File: config.mk
export PLATFORM = sky130hd
export DESIGN_NAME = fdtd_calc_seq_flat
export DESIGN_NICKNAME = d
export VERILOG_FILES = /design/src/rtl/fdtd_calc_seq_if.sv /design/src/rtl/fdtd_calc_seq.sv /design/src/flat_wrapper.sv
export SDC_FILE = /design/constraint.sdc
export NUM_CORES = 1
export LEC_CHECK = 0
export BUFFER_PORTS_ARGS = -buffer_cell sky130_fd_sc_hd__buf_2
export CORE_MARGIN = 2
export CORE_UTILIZATION = 52
export DETAILED_ROUTE_END_ITERATION = 10
export GPL_TIMING_DRIVEN = 0
export PLACE_DENSITY = 0.89
export SLEW_MARGIN = 20
export SYNTH_ARGS = -nofsm -noshare
export SYNTH_HDL_FRONTEND = slang
export SYNTH_SLANG_ARGS = --single-unit
export TNS_END_PERCENT = 1
File: constraint.sdc
create_clock -name ACLK -period 3.5 [get_ports ACLK]
set_input_delay 0.35 -clock ACLK [delete_from_list [all_inputs] [get_ports ACLK]]
set_output_delay 0.35 -clock ACLK [all_outputs]
set_load 0.05 [all_outputs]
File: src/rtl/fdtd_calc_seq_if.sv
// Register bus for the FDTD calculation sequencer: a single-cycle write port
// with byte strobes and a combinational read port.
interface fdtd_calc_seq_if #(
    parameter int DATA_WIDTH      = 32,
    parameter int WORD_ADDR_WIDTH = 8
);
    logic                         wr_valid_i;
    logic [WORD_ADDR_WIDTH-1:0]   wr_addr_i;
    logic [DATA_WIDTH-1:0]        wr_data_i;
    logic [DATA_WIDTH/8-1:0]      wr_strb_i;
    logic [WORD_ADDR_WIDTH-1:0]   rd_addr_i;
    logic [DATA_WIDTH-1:0]        rd_data_o;

    modport master (
        output wr_valid_i, wr_addr_i, wr_data_i, wr_strb_i, rd_addr_i,
        input  rd_data_o
    );

    modport slave (
        input  wr_valid_i, wr_addr_i, wr_data_i, wr_strb_i, rd_addr_i,
        output rd_data_o
    );
endinterface

File: src/rtl/fdtd_calc_seq.sv
// FDTD calculation sequencer: walks N_STAGE calc stages for ITER iterations,
// pulsing each unmasked stage and waiting for its done flag.
// Optional WAIT watchdog enabled by defining FDTD_SEQ_TIMEOUT_EN.
// DATA_WIDTH must be at least 16 (CTRL uses bytes 0 and 1).
//
// state | meaning
// IDLE  | waiting for CMD.start
// START | one-cycle start pulse on stage cur_stage
// WAIT  | waiting for stage_done_i[cur_stage]
// NEXT  | advance to next stage / iteration (also the cost of a masked stage)
// DONE  | sequence complete, raise int_pending
module fdtd_calc_seq #(
    parameter int DATA_WIDTH      = 32,
    parameter int N_STAGE         = 3,
    parameter int ITER_WIDTH      = 16,
    parameter int WORD_ADDR_WIDTH = 8
) (
    input  logic                 ACLK,
    input  logic                 ARESETn,
    fdtd_calc_seq_if.slave       bus,
    output logic [N_STAGE-1:0]   stage_start_o,
    input  logic [N_STAGE-1:0]   stage_done_i,
    output logic                 busy_o,
    output logic                 irq_o
);

    localparam logic [2:0] S_IDLE  = 3'd0;
    localparam logic [2:0] S_START = 3'd1;
    localparam logic [2:0] S_WAIT  = 3'd2;
    localparam logic [2:0] S_NEXT  = 3'd3;
    localparam logic [2:0] S_DONE  = 3'd4;

    localparam logic [WORD_ADDR_WIDTH-1:0] A_CTRL      = WORD_ADDR_WIDTH'(0);
    localparam logic [WORD_ADDR_WIDTH-1:0] A_ITER      = WORD_ADDR_WIDTH'(1);
    localparam logic [WORD_ADDR_WIDTH-1:0] A_CMD       = WORD_ADDR_WIDTH'(2);
    localparam logic [WORD_ADDR_WIDTH-1:0] A_STATUS    = WORD_ADDR_WIDTH'(3);
    localparam logic [WORD_ADDR_WIDTH-1:0] A_ITER_DONE = WORD_ADDR_WIDTH'(4);
    localparam logic [WORD_ADDR_WIDTH-1:0] A_CUR_STAGE = WORD_ADDR_WIDTH'(5);
`ifdef FDTD_SEQ_TIMEOUT_EN
    localparam logic [WORD_ADDR_WIDTH-1:0] A_TIMEOUT   = WORD_ADDR_WIDTH'(6);
`endif

    localparam logic [2:0] LAST_STAGE = 3'(N_STAGE - 1);

    logic [2:0]            state_q, state_d;
    logic [2:0]            cur_stage_q, cur_stage_d;
    logic [ITER_WIDTH-1:0] iter_done_q, iter_done_d;
    logic [ITER_WIDTH-1:0] iter_q, iter_d;
    logic [ITER_WIDTH-1:0] iter_inc;
    logic [N_STAGE-1:0]    mask_q, mask_d;
    logic                  int_en_q, int_en_d;
    logic                  int_pending_q, int_pending_d;
    logic                  aborted_q, aborted_d;
    logic                  to_flag_q, to_flag_d;
    logic                  int_set;
`ifdef FDTD_SEQ_TIMEOUT_EN
    logic [DATA_WIDTH-1:0] tmo_val_q, tmo_val_d;
    logic [DATA_WIDTH-1:0] wdog_q, wdog_d;
`endif

    logic cmd_wr, start_cmd, abort_cmd, clr_cmd, cfg_wr_ok;
    logic unused_bus_bits;

    // Select bit idx of a per-stage vector without an over-wide index.
    function automatic logic bit_at(input logic [N_STAGE-1:0] v, input logic [2:0] idx);
        logic r;
        r = 1'b0;
        for (int k = 0; k < N_STAGE; k++) begin
            if (idx == 3'(k)) r = v[k];
        end
        return r;
    endfunction

    assign busy_o    = (state_q != S_IDLE);
    assign irq_o     = int_pending_q & int_en_q;
    assign cmd_wr    = bus.wr_valid_i && (bus.wr_addr_i == A_CMD);
    assign start_cmd = cmd_wr & bus.wr_data_i[0];
    assign abort_cmd = cmd_wr & bus.wr_data_i[1];
    assign clr_cmd   = cmd_wr & bus.wr_data_i[2];
    assign cfg_wr_ok = bus.wr_valid_i & ~busy_o;
    assign iter_inc  = iter_done_q + ITER_WIDTH'(1);
    assign unused_bus_bits = ^{bus.wr_data_i, bus.wr_strb_i};

    // One-hot start pulse for the current stage while in START.
    always_comb begin
        stage_start_o = '0;
        if (state_q == S_START) begin
            for (int k = 0; k < N_STAGE; k++) begin
                if (cur_stage_q == 3'(k)) stage_start_o[k] = 1'b1;
            end
        end
    end

    // Configuration register writes; CTRL/ITER frozen while a sequence runs.
    always_comb begin
        int_en_d = int_en_q;
        mask_d   = mask_q;
        iter_d   = iter_q;
        if (cfg_wr_ok && bus.wr_addr_i == A_CTRL) begin
            if (bus.wr_strb_i[0]) int_en_d = bus.wr_data_i[0];
            if (bus.wr_strb_i[1]) mask_d   = bus.wr_data_i[8 +: N_STAGE];
        end
        if (cfg_wr_ok && bus.wr_addr_i == A_ITER) begin
            for (int i = 0; i < ITER_WIDTH; i++) begin
                if (bus.wr_strb_i[i/8]) iter_d[i] = bus.wr_data_i[i];
            end
        end
    end

`ifdef FDTD_SEQ_TIMEOUT_EN
    // Watchdog limit register and WAIT down-counter (loaded in START).
    always_comb begin
        tmo_val_d = tmo_val_q;
        if (bus.wr_valid_i && bus.wr_addr_i == A_TIMEOUT) begin
            for (int i = 0; i < DATA_WIDTH; i++) begin
                if (bus.wr_strb_i[i/8]) tmo_val_d[i] = bus.wr_data_i[i];
            end
        end
        wdog_d = wdog_q;
        if (state_q == S_START) begin
            wdog_d = tmo_val_q - DATA_WIDTH'(1);
        end else if (state_q == S_WAIT && wdog_q != '0) begin
            wdog_d = wdog_q - DATA_WIDTH'(1);
        end
    end
`endif

    // Sequencer next-state, stage/iteration bookkeeping and status flags.
    always_comb begin
        state_d     = state_q;
        cur_stage_d = cur_stage_q;
        iter_done_d = iter_done_q;
        aborted_d   = aborted_q;
        to_flag_d   = to_flag_q;
        int_set     = 1'b0;
        case (state_q)
            S_IDLE: begin
                if (start_cmd) begin
                    aborted_d   = 1'b0;
                    to_flag_d   = 1'b0;
                    iter_done_d = '0;
                    cur_stage_d = 3'd0;
                    if (iter_q == '0)                state_d = S_DONE;
                    else if (bit_at(mask_q, 3'd0))   state_d = S_START;
                    else                             state_d = S_NEXT;
                end
            end
            S_START: state_d = S_WAIT;
            S_WAIT: begin
                if (bit_at(stage_done_i, cur_stage_q)) begin
                    state_d = S_NEXT;
                end
`ifdef FDTD_SEQ_TIMEOUT_EN
                else if (tmo_val_q != '0 && wdog_q == '0) begin
                    state_d   = S_IDLE;
                    aborted_d = 1'b1;
                    to_flag_d = 1'b1;
                    int_set   = 1'b1;
                end
`endif
            end
            S_NEXT: begin
                if (cur_stage_q == LAST_STAGE) begin
                    iter_done_d = iter_inc;
                    cur_stage_d = 3'd0;
                    if (iter_inc == iter_q)          state_d = S_DONE;
                    else if (bit_at(mask_q, 3'd0))   state_d = S_START;
                    else                             state_d = S_NEXT;
                end else begin
                    cur_stage_d = cur_stage_q + 3'd1;
                    state_d = bit_at(mask_q, cur_stage_q + 3'd1) ? S_START : S_NEXT;
                end
            end
            S_DONE: begin
                int_set = 1'b1;
                state_d = S_IDLE;
            end
            default: state_d = S_IDLE;
        endcase
        // Host abort wins over any in-flight progress this cycle.
        if (busy_o && abort_cmd) begin
            state_d     = S_IDLE;
            aborted_d   = 1'b1;
            int_set     = 1'b1;
            iter_done_d = iter_done_q;
            cur_stage_d = cur_stage_q;
        end
    end

    // Setting int_pending has priority over a simultaneous clr_int.
    always_comb begin
        if (int_set)      int_pending_d = 1'b1;
        else if (clr_cmd) int_pending_d = 1'b0;
        else              int_pending_d = int_pending_q;
    end

    // Combinational register read mux; unmapped and write-only read as 0.
    always_comb begin
        bus.rd_data_o = '0;
        case (bus.rd_addr_i)
            A_CTRL: begin
                bus.rd_data_o[0]           = int_en_q;
                bus.rd_data_o[8 +: N_STAGE] = mask_q;
            end
            A_ITER:      bus.rd_data_o = DATA_WIDTH'(iter_q);
            A_STATUS:    bus.rd_data_o = DATA_WIDTH'({to_flag_q, aborted_q, int_pending_q, busy_o});
            A_ITER_DONE: bus.rd_data_o = DATA_WIDTH'(iter_done_q);
            A_CUR_STAGE: bus.rd_data_o = DATA_WIDTH'(cur_stage_q);
`ifdef FDTD_SEQ_TIMEOUT_EN
            A_TIMEOUT:   bus.rd_data_o = tmo_val_q;
`endif
            default:     bus.rd_data_o = '0;
        endcase
    end

    // State and register update with asynchronous active-low clear.
    always_ff @(posedge ACLK or negedge ARESETn) begin
        if (!ARESETn) begin
            state_q       <= S_IDLE;
            cur_stage_q   <= 3'd0;
            iter_done_q   <= '0;
            iter_q        <= '0;
            mask_q        <= '0;
            int_en_q      <= 1'b0;
            int_pending_q <= 1'b0;
            aborted_q     <= 1'b0;
            to_flag_q     <= 1'b0;
`ifdef FDTD_SEQ_TIMEOUT_EN
            tmo_val_q     <= '0;
            wdog_q        <= '0;
`endif
        end else begin
            state_q       <= state_d;
            cur_stage_q   <= cur_stage_d;
            iter_done_q   <= iter_done_d;
            iter_q        <= iter_d;
            mask_q        <= mask_d;
            int_en_q      <= int_en_d;
            int_pending_q <= int_pending_d;
            aborted_q     <= aborted_d;
            to_flag_q     <= to_flag_d;
`ifdef FDTD_SEQ_TIMEOUT_EN
            tmo_val_q     <= tmo_val_d;
            wdog_q        <= wdog_d;
`endif
        end
    end

endmodule

File: src/flat_wrapper.sv
// flat-port wrapper written by rule: the top's interface ports become plain ports
module fdtd_calc_seq_flat 
#(
    parameter int DATA_WIDTH      = 32,
    parameter int N_STAGE         = 3,
    parameter int ITER_WIDTH      = 16,
    parameter int WORD_ADDR_WIDTH = 8
)
  (ACLK, ARESETn, stage_start_o, stage_done_i, busy_o, irq_o, bus_wr_valid_i, bus_wr_addr_i, bus_wr_data_i, bus_wr_strb_i, bus_rd_addr_i, bus_rd_data_o);
  fdtd_calc_seq_if #(.DATA_WIDTH(DATA_WIDTH), .WORD_ADDR_WIDTH(WORD_ADDR_WIDTH)) bus_i ();
  input  logic ACLK;
  input  logic ARESETn;
  output logic [N_STAGE-1:0] stage_start_o;
  input  logic [N_STAGE-1:0] stage_done_i;
  output logic busy_o;
  output logic irq_o;
  input wire logic [$bits(bus_i.wr_valid_i)-1:0] bus_wr_valid_i;
  input wire logic [$bits(bus_i.wr_addr_i)-1:0] bus_wr_addr_i;
  input wire logic [$bits(bus_i.wr_data_i)-1:0] bus_wr_data_i;
  input wire logic [$bits(bus_i.wr_strb_i)-1:0] bus_wr_strb_i;
  input wire logic [$bits(bus_i.rd_addr_i)-1:0] bus_rd_addr_i;
  output wire logic [$bits(bus_i.rd_data_o)-1:0] bus_rd_data_o;
  assign bus_i.wr_valid_i = bus_wr_valid_i;
  assign bus_i.wr_addr_i = bus_wr_addr_i;
  assign bus_i.wr_data_i = bus_wr_data_i;
  assign bus_i.wr_strb_i = bus_wr_strb_i;
  assign bus_i.rd_addr_i = bus_rd_addr_i;
  assign bus_rd_data_o = bus_i.rd_data_o;
  fdtd_calc_seq #(.DATA_WIDTH(DATA_WIDTH), .N_STAGE(N_STAGE), .ITER_WIDTH(ITER_WIDTH), .WORD_ADDR_WIDTH(WORD_ADDR_WIDTH)) u_core (.ACLK(ACLK), .ARESETn(ARESETn), .bus(bus_i), .stage_start_o(stage_start_o), .stage_done_i(stage_done_i), .busy_o(busy_o), .irq_o(irq_o));
endmodule
==> impl_metrics.toml, run 1 <==
[routing]
first_pass_iters = 5
drt_iter0_markers = 190
postRouteAntennaNets = 0
finalWirelength_microns = 8237
viasPerCell = 5.896
via_count = 2995
wl_per_cell_microns = 16.21
remaining_drc_errors = 0

[placement]
numPortBuffers = 58
hpwl_microns = 6138
gp_congestion = 0.9294

[worst_setup_path]
ff2ff_setup_slack_ns = 0.58
criticalPathCategory = "in2out"
rr_endpoint = "u_core.state_q[2]"
crit_path_cell_trace = "buf_2, or4_1, or3_1, inv_1, nand2_1, nor2_1, a22o_1, buf_2"
crit_path_top_delay_cell = "nor2_1"
critPathRequiredTime_ns = 3.15
cp-start-kind = "primary input"
critPathArrivalTime_ns = 2.78
end_kind = "output port"
slowest_delay_ns = 0.61
path_max_fanout = 10
crit_top_cell = "buf_2"
r2r-start = "u_core.iter_done_q[0]"
cp-startpoint = "bus_rd_addr_i[3]"
reg2reg_depth = 8

[global_route]
grt_usage_pct = 25.51
grt_max_degree = 45
use_met2_pct = 41.54
grt_util_met3_pct = 4.066
antenna_found_initial = 0
first_global_vias = 2680
gr-max-usage-layer = "met2"
grt_pass1_wl_microns = 13010
grt_use_met1_pct = 34.10
grt_overflow_total = 0

[clock_tree]
insertion_delay_ns = 0.31
cts_buffers = 5
cts.path.max_buffers = 2
cts_tree = "built"
cts.sinks = 44
cts_root_buf = "clkbuf_8"
hold_buffers = 0
postCtsSetupRepairBufs = 0
post_cts_resized = 0
path_clk_slew_ns = 0.10
cts_htree_levels = 2

[power]
p_total_mw = 1.246
ir_drop_uv = 253.4
power_density_nw_per_um2 = 331.4
power_leakage_nw = 1.788

[sta]
post-route-min-period_ns = 3.130
hold_viol = 0
timing.final.crit_share_pct = 89.42
slew_violations = 0
skew_ns = 0.01503
max_freq_mhz = 319.5
tightest_slew_ns = 0.7574
finalSetupTns_ns = 0
setup_violations = 0
grt_setup_unrepaired = "no"
slew_headroom_pct = 49.32

[logic_synthesis]
synthArstFlopShare_pct = 100.0
synthDominantCellAreaShare_pct = 34.88
yosysSeqAreaShare_pct = 34.88
synthCells = 352
ys_ff_latch = 44
synth_flop_cell = "dfrtp_1"
syn_area_per_cell_sq_um = 8.968
ys_top_cells_by_count = "dfrtp_1, nor2_1, nand2_1, o21ai_0, mux2_2"
synth_warnings = 0
synth-edff-count = 0
synth_cell_types = 55
synth_area_leaders = "dfrtp_1, mux2_2, buf_4, o21ai_0, xnor2_1"
yosysTopAreaCell = "dfrtp_1"
synth.most_common_cell = "dfrtp_1"
syn_area_sq_um = 3157

[die]
ios = 95
die_area_sq_um = 6710
fp.coreArea_sq_um = 5886
die_y_microns = 81.92
start_util_pct = 53.64
rows = 28
die_w_microns = 81.92

[cells_and_area]
nets = 492
drive_gt1_share_pct = 26.79
antennaDiodeCount = 0
area_delta_synth_final_pct = 19.06
multiInputGateArea_sq_um = 1889
seq_area_sq_um = 1101
fillerInstances = 509

[status]
status = "finished, final reports clean"

[flow_run]
drv_cap = 0

[worst_hold_path]
holdCritPathClass = "in2async"
[placed cells by master, fill, tap and decap left out, drive strengths merged, types with 2 or more instances in the layout]
cell,n
buf,78
dfrtp,44
nor2,30
nand2,28
o21ai,27
mux2,20
clkbuf,19
conb,16
a21oi,13
xnor2,13
mux2i,11
nor4,11
nand3,11
a22o,10
o31ai,10
xor2,10
and2,8
nor3,6
nand2b,6
nand4,6
or4,4
or3,4
nor2b,4
inv,4
a31oi,4
and3,4
and4,3
bufinv,3
or3b,2
o22ai,2
nor3b,2
o211ai,2
ha,2
o221ai,2
a21boi,2
[cells by family after synthesis]
family	count (synthesis)	share of synthesized area, %
mux	32	11.34
fa+ha+maj	2	0.7926
xor+xnor	23	6.381
flops	44	34.88
simple gates	133	23.15
other cells	1	0.1188
compound gates	79	16.29
buf+inv	38	7.055
[metrics by stage]
step	hold slack (ns)	cells	utilization [%]	instance area [sq um]	setup slack [ns]
floorplan	0.05441	367	-	3213	0.4815
global placement	0.4693	500	61.12	3597	0.4522
detailed placement	0.4841	500	61.12	3597	0.4185
CTS	0.2333	508	63.82	3756	0.4162
global route	0.07570	508	63.86	3759	0.2916
finish	0.02313	508	63.86	3759	0.3703
[layout make-up]
type                    count  area share [%]
plain buffers              34           5.526
clock buffers               5           1.831
clock inverters             3           2.397
inverters                   4          0.3995
multi-input cells         285           50.27
flip-flops and latches     44           29.29
well taps                  75           2.497
repair buffers             58           7.790
[worst max path at each step]
stage / end / cells after the start / slack [ns]
after detailed placement: bus_rd_data_o[7] / 8 / 0.42
final: bus_rd_data_o[7] / 8 / 0.37
after floorplan: stage_start_o[1] / 3 / 0.48
after CTS: bus_rd_data_o[7] / 8 / 0.42
after global routing: bus_rd_data_o[7] / 8 / 0.29
after global placement: bus_rd_data_o[7] / 8 / 0.45
[power breakdown]
group | switching (mW) | total (mW) | internal (mW)
clock network | 0.189 | 0.546 | 0.357
logic | 0.104 | 0.167 | 0.0624
registers | 0.0137 | 0.533 | 0.520
total | 0.306 | 1.25 | 0.939
[layer usage]
metal | up-vias | share of wire (%)
met5 | - | 0
met4 | 0 | 2.8
met3 | 24 | 7.2
met2 | 134 | 48
met1 | 1422 | 42
li1 | 1415 | -
[critical path: cells and delay by family]
family,cells,cell delay (ns)
buf+inv,3,0.45
compound gates,1,0.25
simple gates,4,1.73
[registers in the layout (all words and copies together), names as in the netlist]
| signal | count |
|---|---|
| u_core.aborted_q | 1 |
| u_core.int_en_q | 1 |
| u_core.int_pending_q | 1 |
| u_core.mask_q | 3 |
| u_core.iter_q | 16 |
| u_core.state_q | 3 |
| u_core.cur_stage_q | 3 |
| u_core.iter_done_q | 16 |
Power figures use the tool's default switching activity.
==> inputs of run 2 (changes only) <==
Settings changed: BUFFER_PORTS_ARGS -buffer_cell sky130_fd_sc_hd__buf_2 to -buffer_cell sky130_fd_sc_hd__clkbuf_2.
==> impl_metrics.toml, run 2 (same netlist as run 1, synthesis figures left out) <==
[status]
status = "finished, final reports clean"

[sta]
slew_violations = 0
tightest_slew_ns = 0.9785
grt_setup_unrepaired = "no"
max_freq_mhz = 316.3
slew_headroom_pct = 34.77
whs_ns = 0.2019
skew_ns = 0.01032
layout_setup_ws_ns = 0.3382
post-route-min-period_ns = 3.162
setup_violations = 0
timing.final.crit_share_pct = 90.34
finalSetupTns_ns = 0
hold_viol = 0

[clock_tree]
post_cts_resized = 0
path_clk_slew_ns = 0.09
cts_htree_levels = 2
cts_tree = "built"
insertion_delay_ns = 0.30
postCtsSetupRepairBufs = 0
hold_buffers = 0
cts.path.max_buffers = 2
cts.sinks = 44
cts_root_buf = "clkbuf_8"
cts_buffers = 5

[worst_setup_path]
crit_path_cell_trace = "clkbuf_2, or4_1, or3_1, inv_1, nand2_1, nor2_1, a22o_1, clkbuf_2"
slowest_delay_ns = 0.63
cp-start-kind = "primary input"
rr_endpoint = "u_core.state_q[2]"
criticalPathCategory = "in2out"
ff2ff_setup_slack_ns = 0.56
path_max_fanout = 10
crit_top_cell = "clkbuf_2"
critPathRequiredTime_ns = 3.15
crit_path_top_delay_cell = "nor2_1"
end_kind = "output port"
critPathArrivalTime_ns = 2.81
r2r-start = "u_core.iter_done_q[0]"
reg2reg_depth = 8

[die]
ios = 95
die_w_microns = 81.92
die_area_sq_um = 6710
fp.coreArea_sq_um = 5886
die_y_microns = 81.92
rows = 28
start_util_pct = 53.64

[global_route]
antenna_found_initial = 0
grt_max_degree = 45
first_global_vias = 2702
grt_pass1_wl_microns = 13210
grt_usage_pct = 25.85
grt_overflow_total = 0

[routing]
remaining_drc_errors = 0
wl_met1_microns = 3438
top_layer = "met4"
finalWirelength_microns = 8303
postRouteAntennaNets = 0
first_pass_iters = 5
drt_iter0_markers = 189
wl_per_cell_microns = 16.34
viasPerCell = 5.925
wl_met2_microns = 3968
wl_met3_microns = 713
via_count = 3010

[cells_and_area]
area_delta_synth_final_pct = 17.48
final_cell_mix = "clkbuf_2, dfrtp_1, nor2_1, nand2_1, o21ai_0"
drive_gt1_share_pct = 26.79
layout_commonest_cell = "clkbuf_2"
finalCoreUtilization_pct = 63.01
nets = 492
largestRegisters = "u_core.iter_done_q: 16 flops, u_core.iter_q: 16 flops"
antennaDiodeCount = 0

[placement]
numPortBuffers = 58
preCtsSetupSlack_ns = 0.3981
gp_congestion = 0.9368
hpwl_microns = 6168

[power]
power_density_nw_per_um2 = 295.8
power_leakage_nw = 1.751
p_total_mw = 1.097
ir_drop_uv = 209.9

[flow_run]
drv_cap = 0

[worst_hold_path]
holdCritPathClass = "in2async"
==> run 2: cell type report <==
class,count,area [sq um]
Inverter,4,15.01
Multi-Input combinational cell,285,1889
Fill cell,509,2177
Buffer,34,207.7
Clock inverter,3,42.54
Clock buffer,5,68.82
Timing Repair Buffer,58,290.3
Tap cell,75,93.84
Sequential cell,44,1101
==> run 2: worst max path at each step <==
stage	startpoint	end	slack (ns)	cells past startpoint
global placement	bus_rd_addr_i[3]	bus_rd_data_o[7]	0.45	8
finish	bus_rd_addr_i[3]	bus_rd_data_o[3]	0.34	8
CTS	bus_rd_addr_i[3]	bus_rd_data_o[3]	0.39	8
global route	bus_rd_addr_i[3]	bus_rd_data_o[7]	0.22	8
detailed placement	bus_rd_addr_i[3]	bus_rd_data_o[3]	0.40	8
floorplan	u_core.state_q[0]	stage_start_o[1]	0.48	3
==> run 2: worst max-delay path: cells and delay by family <==
kind	cells	cell delay [ns]
AND/OR/NAND/NOR	4	1.75
AO/OA/AOI/OAI	1	0.26
buffers and inverters	3	0.44
==> run 2: through the flow <==
step                      instance area [sq um]  std cells
after floorplan                            3213        367
after global routing                       3709        508
after global placement                     3597        500
after CTS                                  3709        508
after detailed placement                   3597        500
final                                      3709        508
==> run 2: power by group <==
part	leakage [nW]	switching [mW]	internal (mW)
logic	1.11	0.105	0.0623
clock network	0.0541	0.185	0.211
registers	0.590	0.0136	0.520
==> run 2: per-layer routing <==
metal / up-vias / track usage, %
li1: 1415 / -
met5: - / 0
met4: 0 / 9.500
met3: 16 / 4.176
met2: 155 / 42.03
met1: 1424 / 34.73
